`config.mk`:
```
export PLATFORM = sky130hd
export DESIGN_NAME = serial_frame_rx
export DESIGN_NICKNAME = d
export VERILOG_FILES = /design/src/rtl/serial_frame_pkg.sv /design/src/rtl/serial_shift_in.sv /design/src/rtl/serial_frame_rx.sv
export SDC_FILE = /design/constraint.sdc
export NUM_CORES = 1
export LEC_CHECK = 0
export ABC_AREA = 1
export CAP_MARGIN = 20
export CORE_MARGIN = 5
export CORE_UTILIZATION = 57
export DETAILED_ROUTE_END_ITERATION = 8
export GPL_TIMING_DRIVEN = 0
export PLACE_DENSITY = 0.9
export SYNTH_ARGS = -nofsm -noshare
export SYNTH_HDL_FRONTEND = slang
export SYNTH_HIERARCHICAL = 1
export SYNTH_SLANG_ARGS = --single-unit
```
`constraint.sdc`:
```
create_clock -name clk -period 2.1 [get_ports clk]
set_input_delay 0.21 -clock clk [delete_from_list [all_inputs] [get_ports clk]]
set_output_delay 0.21 -clock clk [all_outputs]
set_load 0.05 [all_outputs]
```
`src/rtl/serial_frame_pkg.sv`:
```
// Shared definitions for the framed serial link (receiver and transmitter side).
package serial_frame_pkg;

    typedef enum logic [1:0] {
        IDLE   = 2'd0,
        DATA   = 2'd1,
        PARITY = 2'd2
    } RX_STATE_T;

    localparam logic START_BIT  = 1'b1;
    localparam logic IDLE_LEVEL = 1'b0;

endpackage

```
`src/rtl/serial_shift_in.sv`:
```
// W-bit shift register with enable; new bits enter at the LSB so the first bit ends up at the MSB.
module serial_shift_in #(
    parameter int W = 16
) (
    input  logic         clk,
    input  logic         reset,
    input  logic         en,
    input  logic         din,
    output logic [W-1:0] q
);

    generate
        if (W == 1) begin : g_single
            always_ff @(posedge clk) begin
                if (reset)
                    q <= '0;
                else if (en)
                    q <= din;
            end
        end else begin : g_multi
            always_ff @(posedge clk) begin
                if (reset)
                    q <= '0;
                else if (en)
                    q <= {q[W-2:0], din};
            end
        end
    endgenerate

endmodule

```
`src/rtl/serial_frame_rx.sv`:
```
// Framed serial receiver: start bit, N data bits MSB first, optional even parity bit.
// Optional parity checking is enabled by defining SERIAL_FRAME_RX_PARITY_EN.
module serial_frame_rx
    import serial_frame_pkg::*;
#(
    parameter int N = 16
) (
    input  logic         clk,
    input  logic         reset,
    input  logic         bit_en,
    input  logic         serial_in,
    output logic [N-1:0] data_out,
    output logic         data_valid,
    input  logic         data_ready,
    output logic         overrun
`ifdef SERIAL_FRAME_RX_PARITY_EN
    ,
    output logic         parity_err
`endif
);

    localparam int CW = $clog2(N);
    localparam logic [CW-1:0] LAST = CW'(N - 1);

    // Without parity the final data bit is taken straight from the line, so one bit less is stored.
`ifdef SERIAL_FRAME_RX_PARITY_EN
    localparam int SW = N;
`else
    localparam int SW = N - 1;
`endif

    RX_STATE_T       state;
    logic [CW-1:0]   cnt;
    logic [SW-1:0]   shift_q;
    logic            shift_en;
    logic            commit;
    logic [N-1:0]    commit_word;
`ifdef SERIAL_FRAME_RX_PARITY_EN
    logic            commit_perr;
`endif

    assign shift_en = bit_en && (state == DATA);

    serial_shift_in #(.W(SW)) u_shift (
        .clk   (clk),
        .reset (reset),
        .en    (shift_en),
        .din   (serial_in),
        .q     (shift_q)
    );

    always_ff @(posedge clk) begin
        if (reset) begin
            state <= IDLE;
            cnt   <= '0;
        end else if (bit_en) begin
            case (state)
                IDLE: begin
                    if (serial_in == START_BIT) begin
                        state <= DATA;
                        cnt   <= '0;
                    end
                end
                DATA: begin
                    if (cnt == LAST) begin
                        cnt <= '0;
`ifdef SERIAL_FRAME_RX_PARITY_EN
                        state <= PARITY;
`else
                        state <= IDLE;
`endif
                    end else begin
                        cnt <= cnt + 1'b1;
                    end
                end
                PARITY:  state <= IDLE;
                default: state <= IDLE;
            endcase
        end
    end

    always_comb begin
        commit = 1'b0;
`ifdef SERIAL_FRAME_RX_PARITY_EN
        commit_word = shift_q;
        commit_perr = serial_in ^ (^shift_q);
        if (bit_en && state == PARITY)
            commit = 1'b1;
`else
        commit_word = {shift_q, serial_in};
        if (bit_en && state == DATA && cnt == LAST)
            commit = 1'b1;
`endif
    end

    // A commit always wins over a plain accept; a full, unaccepted buffer drops the new word.
    always_ff @(posedge clk) begin
        if (reset) begin
            data_out   <= '0;
            data_valid <= 1'b0;
            overrun    <= 1'b0;
`ifdef SERIAL_FRAME_RX_PARITY_EN
            parity_err <= 1'b0;
`endif
        end else if (commit) begin
            if (!data_valid || data_ready) begin
                data_out   <= commit_word;
                data_valid <= 1'b1;
`ifdef SERIAL_FRAME_RX_PARITY_EN
                parity_err <= commit_perr;
`endif
            end else begin
                overrun <= 1'b1;
            end
        end else if (data_valid && data_ready) begin
            data_valid <= 1'b0;
        end
    end

endmodule

```
# Yosys cells after proc, flatten, opt, wreduce, memory -nomap -nowiden
# Cells that the tools add are included.
# totals
ramBits	0
reg_bits	39
output_inout_bits	18
n_memories	0
in_bits	5
rom_bits	0
latch_bits	0
word_cells	36
# classes
magnitude_cmp	0
div_mod_pow	0
n_eq_ne	5
reduce_logical	13
n_mux	10
bitwise_logic	1
n_mul	0
n_shift	0
addsub	1
# op_table
op	n
$mux W4	2
$pmux W4 S2	1
$reduce_and A2 Y1	3
$reduce_and A3 Y1	2
$add A4 B1 Y4 const B	1
$eq A4 B4 Y1 const B	1
$mux W1	4
$mux W2	2
$ne A2 B1 Y1 const B	2
$pmux W2 S2	1
$reduce_bool A2 Y1	2
$logic_and A1 B1 Y1	3
$eq A2 B1 Y1 const B	1
$logic_not A2 Y1	1
$ne A2 B2 Y1 const B	1
$logic_not A1 Y1	1
$logic_or A1 B1 Y1	1
$not A1 Y1	1

# Longest topological paths before layout
# logic_depth
depth_word	6
depth_mapped	7
ltp_nobuf	6

# Hierarchy
# Netlist, hierarchy kept.
# modules_own_cells
mod	seq_area_each_um2	area_each_um2	instances	cells_each
serial_frame_rx	460.4	952.2	1	114
serial_shift_in	300.3	634.4	1	95

# Worst setup path after synthesis
# No wires, ideal clock.
# synth_path
kind	reg-to-reg
start	reg data_valid
end	reg data_out[3]
setup_time_ns	0.067
required_ns	2.033
slack_ns	0.696
period_less_slack_ns	1.404
t_arrival_ns	1.337
n_path_buf	1
stages_incl_launch_ff	8
path_cell_list	dfxtp_1 > inv_1 > nor2_1 > inv_2 > nand2_4 > buf_6 > nand2_1 > a21oi_2
# synth_between
elab_chain_len	3
# synth_lines
element	line_no	text
from (decl)	serial_frame_rx.sv:13	output logic data_valid,
from (signal assigned)	serial_frame_rx.sv:100	data_valid <= 1'b0;
from (signal assigned)	serial_frame_rx.sv:108	data_valid <= 1'b1;
from (signal assigned)	serial_frame_rx.sv:116	data_valid <= 1'b0;
$logic_not A1 Y1	serial_frame_rx.sv:106	if (!data_valid || data_ready) begin
$logic_or A1 B1 Y1	serial_frame_rx.sv:106	
$reduce_and A2 Y1 (no line)	--	
to (signal assigned)	serial_frame_rx.sv:107	data_out <= commit_word;
to (decl)	serial_frame_rx.sv:12	output logic [N-1:0] data_out,
# No other way between the ends.
# A chain may end at the register's enable or synchronous reset.

# Worst setup path after layout
# layout_path
start	reg data_out[1]
end	out data_out[1]
# No word-level cell between the ends.

==> metrics.md <==
| Metric | Value |
|---|---|
| Status | finished clean |
| Crit-path max FO | 2 |
| Post-synth top area share | 47.9% |
| Reg clk slew, reported paths | 100 ps |
| CTS sink count | 38 |
| Seq pwr share | 63.0% |
| P_sw | 0.298 mW |
| Initial antenna violation count | 0 |
| Area leader, netlist | dfxtp_1 |
| CP Buf/Inv Count | 1 |
| Clk buf depth | 2 |
| Worst-margin pin slew | 501 ps |
| Core Area | 2710 um^2 |
| Cts hold-fix bufs | 0 |
| DR pass1 iterations | 4 |
| Vias per inst | 5.10 |
| Post-synth EDFFs | 0 |
| Final setup fails | 0 |
| CP arrival | 1500 ps |
| Number of port buffers | 22 |
| # IOs | 23 |
| Synth area leaders | dfxtp_1 48%, nand2_1 13%, a21oi_1 6.6% |
| Vias in the first global route | 1,322 |
| DRC viols | 0 |
| Synth Register Bits | 38 |
| CP Capture Type | primary output |
| Post-synth cell types | 23 |
| Delay-heaviest family, CP | buffers and inverters |
| Lkg Pwr | 0.733 nW |
| Combinational power share | 7.5% |
| Worst path slowest cell | clkdlybuf4s50_1 |
| RSZ-0062 raised after global routing | false |
| Most frequent cells after synthesis | 57 x nand2_1, 38 x dfxtp_1, 28 x nor2_1, 22 x inv_1, 21 x a21oi_1 |
| Hold WC Path Type | reg -> reg |
| Synthesized area | 1590 um^2 |
| First-pass GRT wire length | 5600 um |
| Count leader, synth | nand2_1 |
| Routed vias | 1,372 |
| Register area share after synthesis | 47.9% |
| Htree depth | 2 |
| Grt ovf | 0 |
| # resized after CTS | 0 |
| # rows | 19 |
| Max VDD drop | 0.561 mV |
| CTS Buf Count | 5 |
| Total track usage | 17.4% |
| Wire per inst | 11.4 um |
| Syn. warnings | 6 |
| Die area | 3940 um^2 |
| Hold Violations, Final | 0 |
| Inserted Diodes | 0 |
| Initial Utilization | 58.5% |
| Post-route minimum period | 1710 ps |
| Share of cells above drive strength 1 | 10.9% |
| Asr flop ratio synth | 0% |
| Initial DRC Count | 35 |
| Cells after Synth | 209 |
| Die height | 62.8 um |
| Final Skew | 8.35 ps |
| Setup TNS | 0 ps |
| Slew HR | 66.5% |
| CP cell instances | clkdlybuf4s50_1 |
| Number of max-cap violations | 0 |
| CTS root buf | clkbuf_4 |
| Required @ worst endpoint | 1890 ps |
| Largest net degree at the start of global routing | 12 |
| Post-CTS Setup Bufs | 0 |
| Area delta synth->final | 19.3% |
| Clock power share | 29.5% |
| GPL Wtd Cong | 0.800 |
| Clock latency at the later pin of the worst-skew pair | 340 ps |
| Setup CP Type | reg -> out |
| Avg Cell Area, Syn | 7.59 um^2 |
| Antenna viol nets, final | 0 |
| Largest stage delay, worst path | 810 ps |
| Fmax | 583 MHz |
| Routed WL | 3080 um |
| Final cycle utilization of the critical path | 81.7% |
| Pwr per Cell Area | 630 nW/um^2 |
| Sw Ratio | 25.0% |
| Post-synthesis net count | 215 |
| Final Total Pwr | 1.19 mW |
| Net count, final | 244 |
| CTS tree | yes |
| DP HPWL | 2250 um |
| Internal power | 0.895 mW |
| Main flop type after synthesis | dfxtp_1 |
| Crit start category | flip-flop |
| Fin. max-slew vios | 0 |
| Chip width | 62.8 um |
[final timing paths]
check	startpoint	endpoint	slack (ps)	cells after the start
hold reg to reg	overrun	overrun	460	2
setup / recovery	data_out[1]	data_out[1]	390	1
setup reg to reg	cnt[0]	data_out[3]	580	7
hold / removal	overrun	overrun	460	2
[through the flow]
step	instances	setup slack (ps)	hold slack, ps	utilization, %	area, um^2
global placement	262	500	438	68.1	1850
global route	269	317	487	69.9	1890
floorplan	209	696	288	-	1590
finish	269	385	461	69.9	1890
detailed placement	262	473	446	68.1	1850
CTS	269	365	462	69.9	1890
[power groups by stage]
stage                     sequential [mW]  clock [mW]  combinational, mW
final                               0.752       0.352             0.0891
after global routing                0.754       0.385              0.102
after CTS                           0.752       0.359             0.0893
after detailed placement            0.768           0             0.0891
after global placement              0.767           0             0.0856
after floorplan                     0.765           0             0.0657
[sequential cells by signal, summed over array words and instances (netlist names)]
signal / cells
data_out: 16
u_shift/q: 15
cnt: 4
data_valid: 1
overrun: 1
state: 1
[area by class of cell]
type	instances	area, um^2
fill	251	817
buffer	9	88.8
multi-input combinational	138	647
clock inverter	2	10.0
timing repair buffer	22	220
clock buffer	5	37.5
tap	31	38.8
sequential	38	761
inverter	24	90.1
[layer usage]
layer | vias up | track usage (%) | wire length, um
li1 | 708 | - | -
met1 | 620 | 19.4 | 1360
met2 | 34 | 30.1 | 1450
met3 | 10 | 5.58 | 187
met4 | 0 | 7.69 | 80
met5 | - | 0 | 0
[worst min-delay path, cell delays in order (launching register included)]
cell and delay (ps):
dfxtp_1 320, inv_1 50, a21oi_1 50
[cell families (layout without fill, tap and decap cells)]
kind of cell    Yosys count  in the layout  synth area share [%]
compound gates           24             24                  8.20
simple gates            113            113                  31.8
flops                    38             38                  47.9
buf+inv                  33             62                  11.3
fa+ha+maj                 1              1                 0.789
[placed cells by master (no fill, tap or decap), types with 2 or more instances in the layout]
| master | Yosys | final |
|---|---|---|
| a21oi_1 | 21 | 21 |
| a21oi_2 | 2 | 2 |
| buf_6 | 4 | 4 |
| clkbuf_1 | 2 | 2 |
| clkbuf_4 | 0 | 5 |
| clkdlybuf4s50_1 | 0 | 22 |
| clkinv_2 | 0 | 2 |
| dfxtp_1 | 38 | 38 |
| inv_1 | 22 | 22 |
| inv_2 | 2 | 2 |
| nand2_1 | 57 | 57 |
| nand3_1 | 17 | 17 |
| nor2_1 | 28 | 28 |
| nor2_2 | 3 | 3 |
| nor3_1 | 2 | 2 |
Power figures use the tool's default switching activity.
